[src/rtl/pico_seq_pkg.sv]
// Shared types for the picoMips sequencer: opcodes, FSM states, instruction
// field positions and the instruction-to-strobe decoder.
package pico_seq_pkg;

  typedef enum logic [3:0] {
    OP_NOP  = 4'h0,
    OP_LDI  = 4'h1,
    OP_LDSW = 4'h2,
    OP_LDR  = 4'h3,
    OP_ADDI = 4'h4,
    OP_ADDR = 4'h5,
    OP_MULI = 4'h6,
    OP_MACR = 4'h7,
    OP_STR  = 4'h8,
    OP_JMP  = 4'h9,
    OP_WTP  = 4'hA,
    OP_BZ   = 4'hB,
    OP_HALT = 4'hF
  } opcode_t;

  typedef enum logic [1:0] {
    S_RUN,
    S_WAIT_PRESS,
    S_WAIT_REL,
    S_HALT
  } state_t;

  localparam int unsigned OP_MSB  = 15;
  localparam int unsigned OP_LSB  = 12;
  localparam int unsigned RA_MSB  = 11;
  localparam int unsigned RA_LSB  = 8;
  localparam int unsigned IMM_MSB = 7;
  localparam int unsigned IMM_LSB = 0;

  typedef struct packed {
    logic reg_we;
    logic we;
    logic sel_imm;
    logic sel_sw;
    logic sel_reg;
    logic use_mul;
    logic use_acc;
  } strobes_t;

  // Opcodes 0xC-0xE fall through to the all-zero default, i.e. NOP.
  function automatic strobes_t decode(input opcode_t op);
    strobes_t s;
    s = '0;
    case (op)
      OP_LDI:  begin s.we = 1'b1; s.sel_imm = 1'b1; end
      OP_LDSW: begin s.we = 1'b1; s.sel_sw  = 1'b1; end
      OP_LDR:  begin s.we = 1'b1; s.sel_reg = 1'b1; end
      OP_ADDI: begin s.we = 1'b1; s.use_acc = 1'b1; s.sel_imm = 1'b1; end
      OP_ADDR: begin s.we = 1'b1; s.use_acc = 1'b1; s.sel_reg = 1'b1; end
      OP_MULI: begin s.we = 1'b1; s.use_acc = 1'b1; s.use_mul = 1'b1; end
      OP_MACR: begin
        s.we      = 1'b1;
        s.use_acc = 1'b1;
        s.sel_reg = 1'b1;
        s.use_mul = 1'b1;
      end
      OP_STR:  s.reg_we = 1'b1;
      default: s = '0;
    endcase
    return s;
  endfunction

endpackage

[src/rtl/pico_seq_if.sv]
// Sequencer-to-datapath bus: ROM fetch, ALU controls and register-file controls.
interface pico_seq_if #(
  parameter int unsigned PC_W = 8
);
  logic [15:0]     Instr;
  logic [PC_W-1:0] PC;
  logic [7:0]      ACC;
  logic [7:0]      Imm;
  logic [3:0]      RegAddr;
  logic            RegWE;
  logic            WE;
  logic            SelImm;
  logic            SelSW;
  logic            SelRegData;
  logic            UseMul;
  logic            UseACC;

  modport master (
    input  Instr, ACC,
    output PC, Imm, RegAddr, RegWE, WE, SelImm, SelSW, SelRegData, UseMul, UseACC
  );

  modport slave (
    output Instr, ACC,
    input  PC, Imm, RegAddr, RegWE, WE, SelImm, SelSW, SelRegData, UseMul, UseACC
  );
endinterface

[src/rtl/pico_seq_btn_sync.sv]
// N-stage synchroniser for the asynchronous push-button; all stages clear on reset.
module btn_sync #(
  parameter int unsigned N = 2
) (
  input  logic Clock,
  input  logic nReset,
  input  logic d,
  output logic q
);
  logic [N-1:0] ff;

  always_ff @(posedge Clock or negedge nReset) begin
    if (!nReset) ff <= '0;
    else         ff <= {ff[N-2:0], d};
  end

  assign q = ff[N-1];
endmodule

[src/rtl/pico_seq.sv]
// picoMips instruction sequencer: owns the PC, decodes ROM words into datapath
// strobes and handles the button-wait handshake and halt.
module pico_seq
  import pico_seq_pkg::*;
#(
  parameter int unsigned PC_W        = 8,
  parameter int unsigned SYNC_STAGES = 2
) (
  input  logic        Clock,
  input  logic        nReset,
  input  logic        Btn,
  output logic        Halted,
  pico_seq_if.master  bus
);
  state_t          state, state_next;
  logic [PC_W-1:0] pc, pc_next, pc_inc, imm_pc;
  logic            btn_s;
  opcode_t         op;
  strobes_t        stb;

  btn_sync #(.N(SYNC_STAGES)) u_btn_sync (
    .Clock  (Clock),
    .nReset (nReset),
    .d      (Btn),
    .q      (btn_s)
  );

  assign op     = opcode_t'(bus.Instr[OP_MSB:OP_LSB]);
  assign pc_inc = pc + PC_W'(1);
  // Immediate truncates or zero-extends to the PC width.
  assign imm_pc = PC_W'(bus.Instr[IMM_MSB:IMM_LSB]);

  always_ff @(posedge Clock or negedge nReset) begin
    if (!nReset) begin
      state <= S_RUN;
      pc    <= '0;
    end else begin
      state <= state_next;
      pc    <= pc_next;
    end
  end

  always_comb begin
    state_next = state;
    pc_next    = pc;
    case (state)
      S_RUN: begin
        case (op)
          OP_JMP:  pc_next = imm_pc;
          OP_WTP:  state_next = S_WAIT_PRESS;
          OP_BZ:   pc_next = (bus.ACC == '0) ? imm_pc : pc_inc;
          OP_HALT: state_next = S_HALT;
          default: pc_next = pc_inc;
        endcase
      end
      S_WAIT_PRESS: begin
        if (btn_s) state_next = S_WAIT_REL;
      end
      S_WAIT_REL: begin
        if (!btn_s) begin
          state_next = S_RUN;
          pc_next    = pc_inc;
        end
      end
      default: state_next = S_HALT;
    endcase
  end

  always_comb begin
    stb = '0;
    if (state == S_RUN) stb = decode(op);
  end

  assign bus.PC         = pc;
  assign bus.Imm        = bus.Instr[IMM_MSB:IMM_LSB];
  assign bus.RegAddr    = bus.Instr[RA_MSB:RA_LSB];
  assign bus.RegWE      = stb.reg_we;
  assign bus.WE         = stb.we;
  assign bus.SelImm     = stb.sel_imm;
  assign bus.SelSW      = stb.sel_sw;
  assign bus.SelRegData = stb.sel_reg;
  assign bus.UseMul     = stb.use_mul;
  assign bus.UseACC     = stb.use_acc;
  assign Halted         = (state == S_HALT);
endmodule
[src/flat_wrapper.sv]
// flat-port wrapper written by rule: the top's interface ports become plain ports
module pico_seq_flat import pico_seq_pkg::*;
#(
  parameter int unsigned PC_W        = 8,
  parameter int unsigned SYNC_STAGES = 2
)
  (Clock, nReset, Btn, Halted, bus_Instr, bus_ACC, bus_PC, bus_Imm, bus_RegAddr, bus_RegWE, bus_WE, bus_SelImm, bus_SelSW, bus_SelRegData, bus_UseMul, bus_UseACC);
  pico_seq_if #(.PC_W(PC_W)) bus_i ();
  input  logic Clock;
  input  logic nReset;
  input  logic Btn;
  output logic Halted;
  input wire logic [$bits(bus_i.Instr)-1:0] bus_Instr;
  input wire logic [$bits(bus_i.ACC)-1:0] bus_ACC;
  output wire logic [$bits(bus_i.PC)-1:0] bus_PC;
  output wire logic [$bits(bus_i.Imm)-1:0] bus_Imm;
  output wire logic [$bits(bus_i.RegAddr)-1:0] bus_RegAddr;
  output wire logic [$bits(bus_i.RegWE)-1:0] bus_RegWE;
  output wire logic [$bits(bus_i.WE)-1:0] bus_WE;
  output wire logic [$bits(bus_i.SelImm)-1:0] bus_SelImm;
  output wire logic [$bits(bus_i.SelSW)-1:0] bus_SelSW;
  output wire logic [$bits(bus_i.SelRegData)-1:0] bus_SelRegData;
  output wire logic [$bits(bus_i.UseMul)-1:0] bus_UseMul;
  output wire logic [$bits(bus_i.UseACC)-1:0] bus_UseACC;
  assign bus_i.Instr = bus_Instr;
  assign bus_i.ACC = bus_ACC;
  assign bus_PC = bus_i.PC;
  assign bus_Imm = bus_i.Imm;
  assign bus_RegAddr = bus_i.RegAddr;
  assign bus_RegWE = bus_i.RegWE;
  assign bus_WE = bus_i.WE;
  assign bus_SelImm = bus_i.SelImm;
  assign bus_SelSW = bus_i.SelSW;
  assign bus_SelRegData = bus_i.SelRegData;
  assign bus_UseMul = bus_i.UseMul;
  assign bus_UseACC = bus_i.UseACC;
  pico_seq #(.PC_W(PC_W), .SYNC_STAGES(SYNC_STAGES)) u_core (.Clock(Clock), .nReset(nReset), .Btn(Btn), .Halted(Halted), .bus(bus_i));
endmodule
[config.mk]
export PLATFORM = sky130hd
export DESIGN_NAME = pico_seq_flat
export DESIGN_NICKNAME = d
export VERILOG_FILES = /design/src/rtl/pico_seq_pkg.sv /design/src/rtl/pico_seq_if.sv /design/src/rtl/pico_seq_btn_sync.sv /design/src/rtl/pico_seq.sv /design/src/flat_wrapper.sv
export SDC_FILE = /design/constraint.sdc
export NUM_CORES = 1
export LEC_CHECK = 0
export ABC_CLOCK_PERIOD_IN_PS = 1800
export CORE_UTILIZATION = 40
export CTS_CLUSTER_DIAMETER = 60
export DETAILED_ROUTE_END_ITERATION = 7
export PLACE_DENSITY = 0.8
export SYNTH_ARGS = -nofsm -noshare
export SYNTH_HDL_FRONTEND = slang
export SYNTH_SLANG_ARGS = --single-unit
[constraint.sdc]
create_clock -name Clock -period 1.8 [get_ports Clock]
set_input_delay 0.27 -clock Clock [delete_from_list [all_inputs] [get_ports Clock]]
set_output_delay 0.27 -clock Clock [all_outputs]
set_load 0.01 [all_outputs]
==> results.cfg, run 1 <==
[sta]
period_share = 0.9817
setup_viol = 0
whs_ns = 0.3388
tightest_slew_ns = 0.5273
setup_tns_ns = 0
fmax_ghz = 0.5659
relSlewSlack = 0.6474
drv_slew = 0
hold_viol_final = 0
clock_skew_ns = 0.0009861
grt_setup_unrepaired = yes
finalCriticalPeriod_ns = 1.767

[critical_path]
critPathKind = register to register
crit_required_ns = 1.95
endpoint_kind = register
r2r_setup_slack_ns = 0.03
critPathLaunch = u_core.state[0]$_DFFE_PN0P_
path_cells = inv_2 > buf_4 > ha_2 > buf_4 > nor4bb_4 > buf_4 > a21oi_1 > nand3b_1
startpoint_type = register
worst-r2r-cell-count = 8
r2r_end = u_core.bus.PC[5]$_DFFE_PN0P_
max_stage_delay_ns = 0.36
critPathSlowestCell = dfrtp_1
cp_common_cell = buf_4
cp_data_arrival_time_ns = 1.92
cp_max_fo = 6
r2r_start = u_core.state[0]$_DFFE_PN0P_

[floorplanning]
core_mm2 = 0.002545
rows = 18
ioPinCount = 55
initial_core_util = 0.4376
die_y_um = 54.76
die_w_um = 54.76
dieArea_mm2 = 0.002999

[final_layout]
finalInstanceArea_mm2 = 0.001719
synthToLayoutAreaGrowth_pct = 54.38
fin_nets = 216
post-route-util = 0.6755
drive_gt1_frac = 0.2951
diodes = 0

[synth]
ys_ff_latch = 12
syn-num-nets = 158
ys.flop_type = dfrtp_1
ys_types = 41
netlist_instances = 126
synth_edf_count = 0
ys_async_sr_fraction = 1.000
yosysSeqAreaShare = 0.2697
synth.avg_cell_area_um2 = 8.838
synth_area_mm2 = 0.001114
yosys_warnings = 0

[detailed_routing]
ant_nets = 0
drcViolationCount = 0
routed_wl_um = 3170
drtIter0Drc = 16
first_pass_iters = 4
vias = 1197
viasPerCell = 5.620
routedWlPerCell_um = 14.88

[job]
cap_violations = 0

[pwr]
power_density_mw_per_mm2 = 381.9
vdd_drop_max_v = 0.0003990
fin_total_pwr_uw = 656.5
p_leak_uw = 0.0007579

[place]
dp_hpwl_um = 2323
dpl_cell_area_mm2 = 0.001628
io_buffer_count = 46
place_congestion = 0.7848

[clocking]
clk_latency_ns = 0.27
cts_hold_buf = 0
cts_max_level = 1
cts.sinks = 12
cts_buffers = 3
tritoncts = done
clock_path_buffers = 2
cts_root_buf = clkbuf_4
clkTransAtPathRegs_ns = 0.08

[hold_path]
min_path_type = input pin to asynchronous set/reset pin

[global_route]
grt_overflow = 0
grt_max_degree = 13
grt.total_usage = 0.2307
grt_pass1_vias = 1159
grt_pass1_wl_um = 4871
antenna_found_initial = 0

[run_status]
status = complete, no violations
-- state kept, by name (all words and copies together) (netlist names) --
| register | flops |
|---|---|
| u_core.bus.PC | 8 |
| u_core.state | 2 |
| u_core.u_btn_sync.ff | 2 |
-- stage by stage --
stage	setup WS (ns)	instances
after global routing	-0.02953	213
final	0.03303	213
after detailed placement	-0.3156	207
after CTS	0.01183	212
after floorplan	0.1252	126
after global placement	-0.2546	207
-- synthesized netlist by cell type, types with 2 or more instances --
cell	count	share of area
buf_4	13	0.088
dfrtp_1	12	0.27
inv_1	12	0.040
nor2_1	9	0.030
nand2_1	6	0.020
ha_1	5	0.056
nand3_1	5	0.022
nand4_1	5	0.028
nor3_1	5	0.022
o211ai_1	5	0.034
o21ai_0	5	0.022
a2111oi_0	4	0.031
a21oi_1	3	0.013
a32oi_1	3	0.024
a31oi_1	2	0.011
buf_6	2	0.020
clkbuf_8	2	0.025
nand4b_1	2	0.016
o2111ai_1	2	0.016
o311ai_1	2	0.016
or4_4	2	0.020
-- how the worst max path moves through the flow --
stage / endpoint / slack [ns] / cells after the start
after floorplan: u_core.bus.PC[7]$_DFFE_PN0P_ / 0.13 / 6
after global placement: bus_RegWE / -0.25 / 4
after detailed placement: bus_RegWE / -0.32 / 4
after CTS: bus_SelRegData / 0.01 / 6
after global routing: u_core.bus.PC[5]$_DFFE_PN0P_ / -0.03 / 8
final: u_core.bus.PC[5]$_DFFE_PN0P_ / 0.03 / 8
-- where the power goes --
group,leakage [uW],internal [uW],switching (uW),total (uW)
logic,0.000621,97.8,69.2,167
registers,0.000116,272,1.34,273
clock network,0.0000210,123,93.3,216
-- logic make-up after synthesis --
logic type / Yosys count / share of synthesized area
and+or+nand+nor: 42 / 0.2180
AOI/OAI and AO/OA: 33 / 0.2247
DFF: 12 / 0.2697
muxes: 2 / 0.01910
buffers and inverters: 31 / 0.1876
xor gates and xnor gates: 1 / 0.02472
adders and majority gates: 5 / 0.05618
-- layer usage --
layer	routed length, um	track usage	up-vias
met5	0	0	-
met4	51	0.05983	0
met3	259	0.01944	6
met2	1616	0.4659	65
met1	1244	0.2475	548
li1	-	-	578
-- critical path: cells and delay by family (launching register included) --
kind | cells | cell delay [ns]
compound gates | 1 | 0.08
simple gates | 2 | 0.46
fa+ha+maj | 1 | 0.20
flops | 1 | 0.36
buf+inv | 4 | 0.55
-- timing repair --
action | CTS | global route
cloned | 1 | 0
resized for setup | 30 | 12
setup buffers | 0 | 1
hold endpoints to repair | 0 | 0
endpoints found under the setup margin | 10 | 11
pin swaps | 0 | 1
-- final cells by class --
cell class / count / area [um2]
multi-input combinational: 83 / 676.9
fill: 204 / 825.8
clock buffer: 4 / 36.28
tap: 30 / 37.54
sequential: 12 / 300.3
inverter: 12 / 45.04
timing repair buffer: 72 / 623.1
-- cell usage in the layout, fill, tap and decap left out, types with 4 or more instances in the layout --
| cell type | count |
|---|---|
| nor3_1 | 4 |
| o211ai_1 | 5 |
| nand4_1 | 5 |
| dlygate4sd2_1 | 4 |
| dfrtp_1 | 12 |
| o21ai_0 | 5 |
| nor2_1 | 8 |
| nand3_1 | 5 |
| nand2_1 | 6 |
| clkdlybuf4s50_1 | 37 |
| inv_1 | 10 |
| buf_4 | 25 |
No activity file was read; power rests on OpenSTA's default activity.
==> run 2: changes to the inputs <==
--- a/config.mk
+++ b/config.mk
@@ -6,6 +6,7 @@
 export NUM_CORES = 1
 export LEC_CHECK = 0
 export ABC_CLOCK_PERIOD_IN_PS = 1800
+export CAP_MARGIN = 25
 export CORE_UTILIZATION = 40
 export CTS_CLUSTER_DIAMETER = 60
 export DETAILED_ROUTE_END_ITERATION = 7
==> results of run 2 <==
Same layout as run 1: the final DEF is identical, and so are final timing and power.
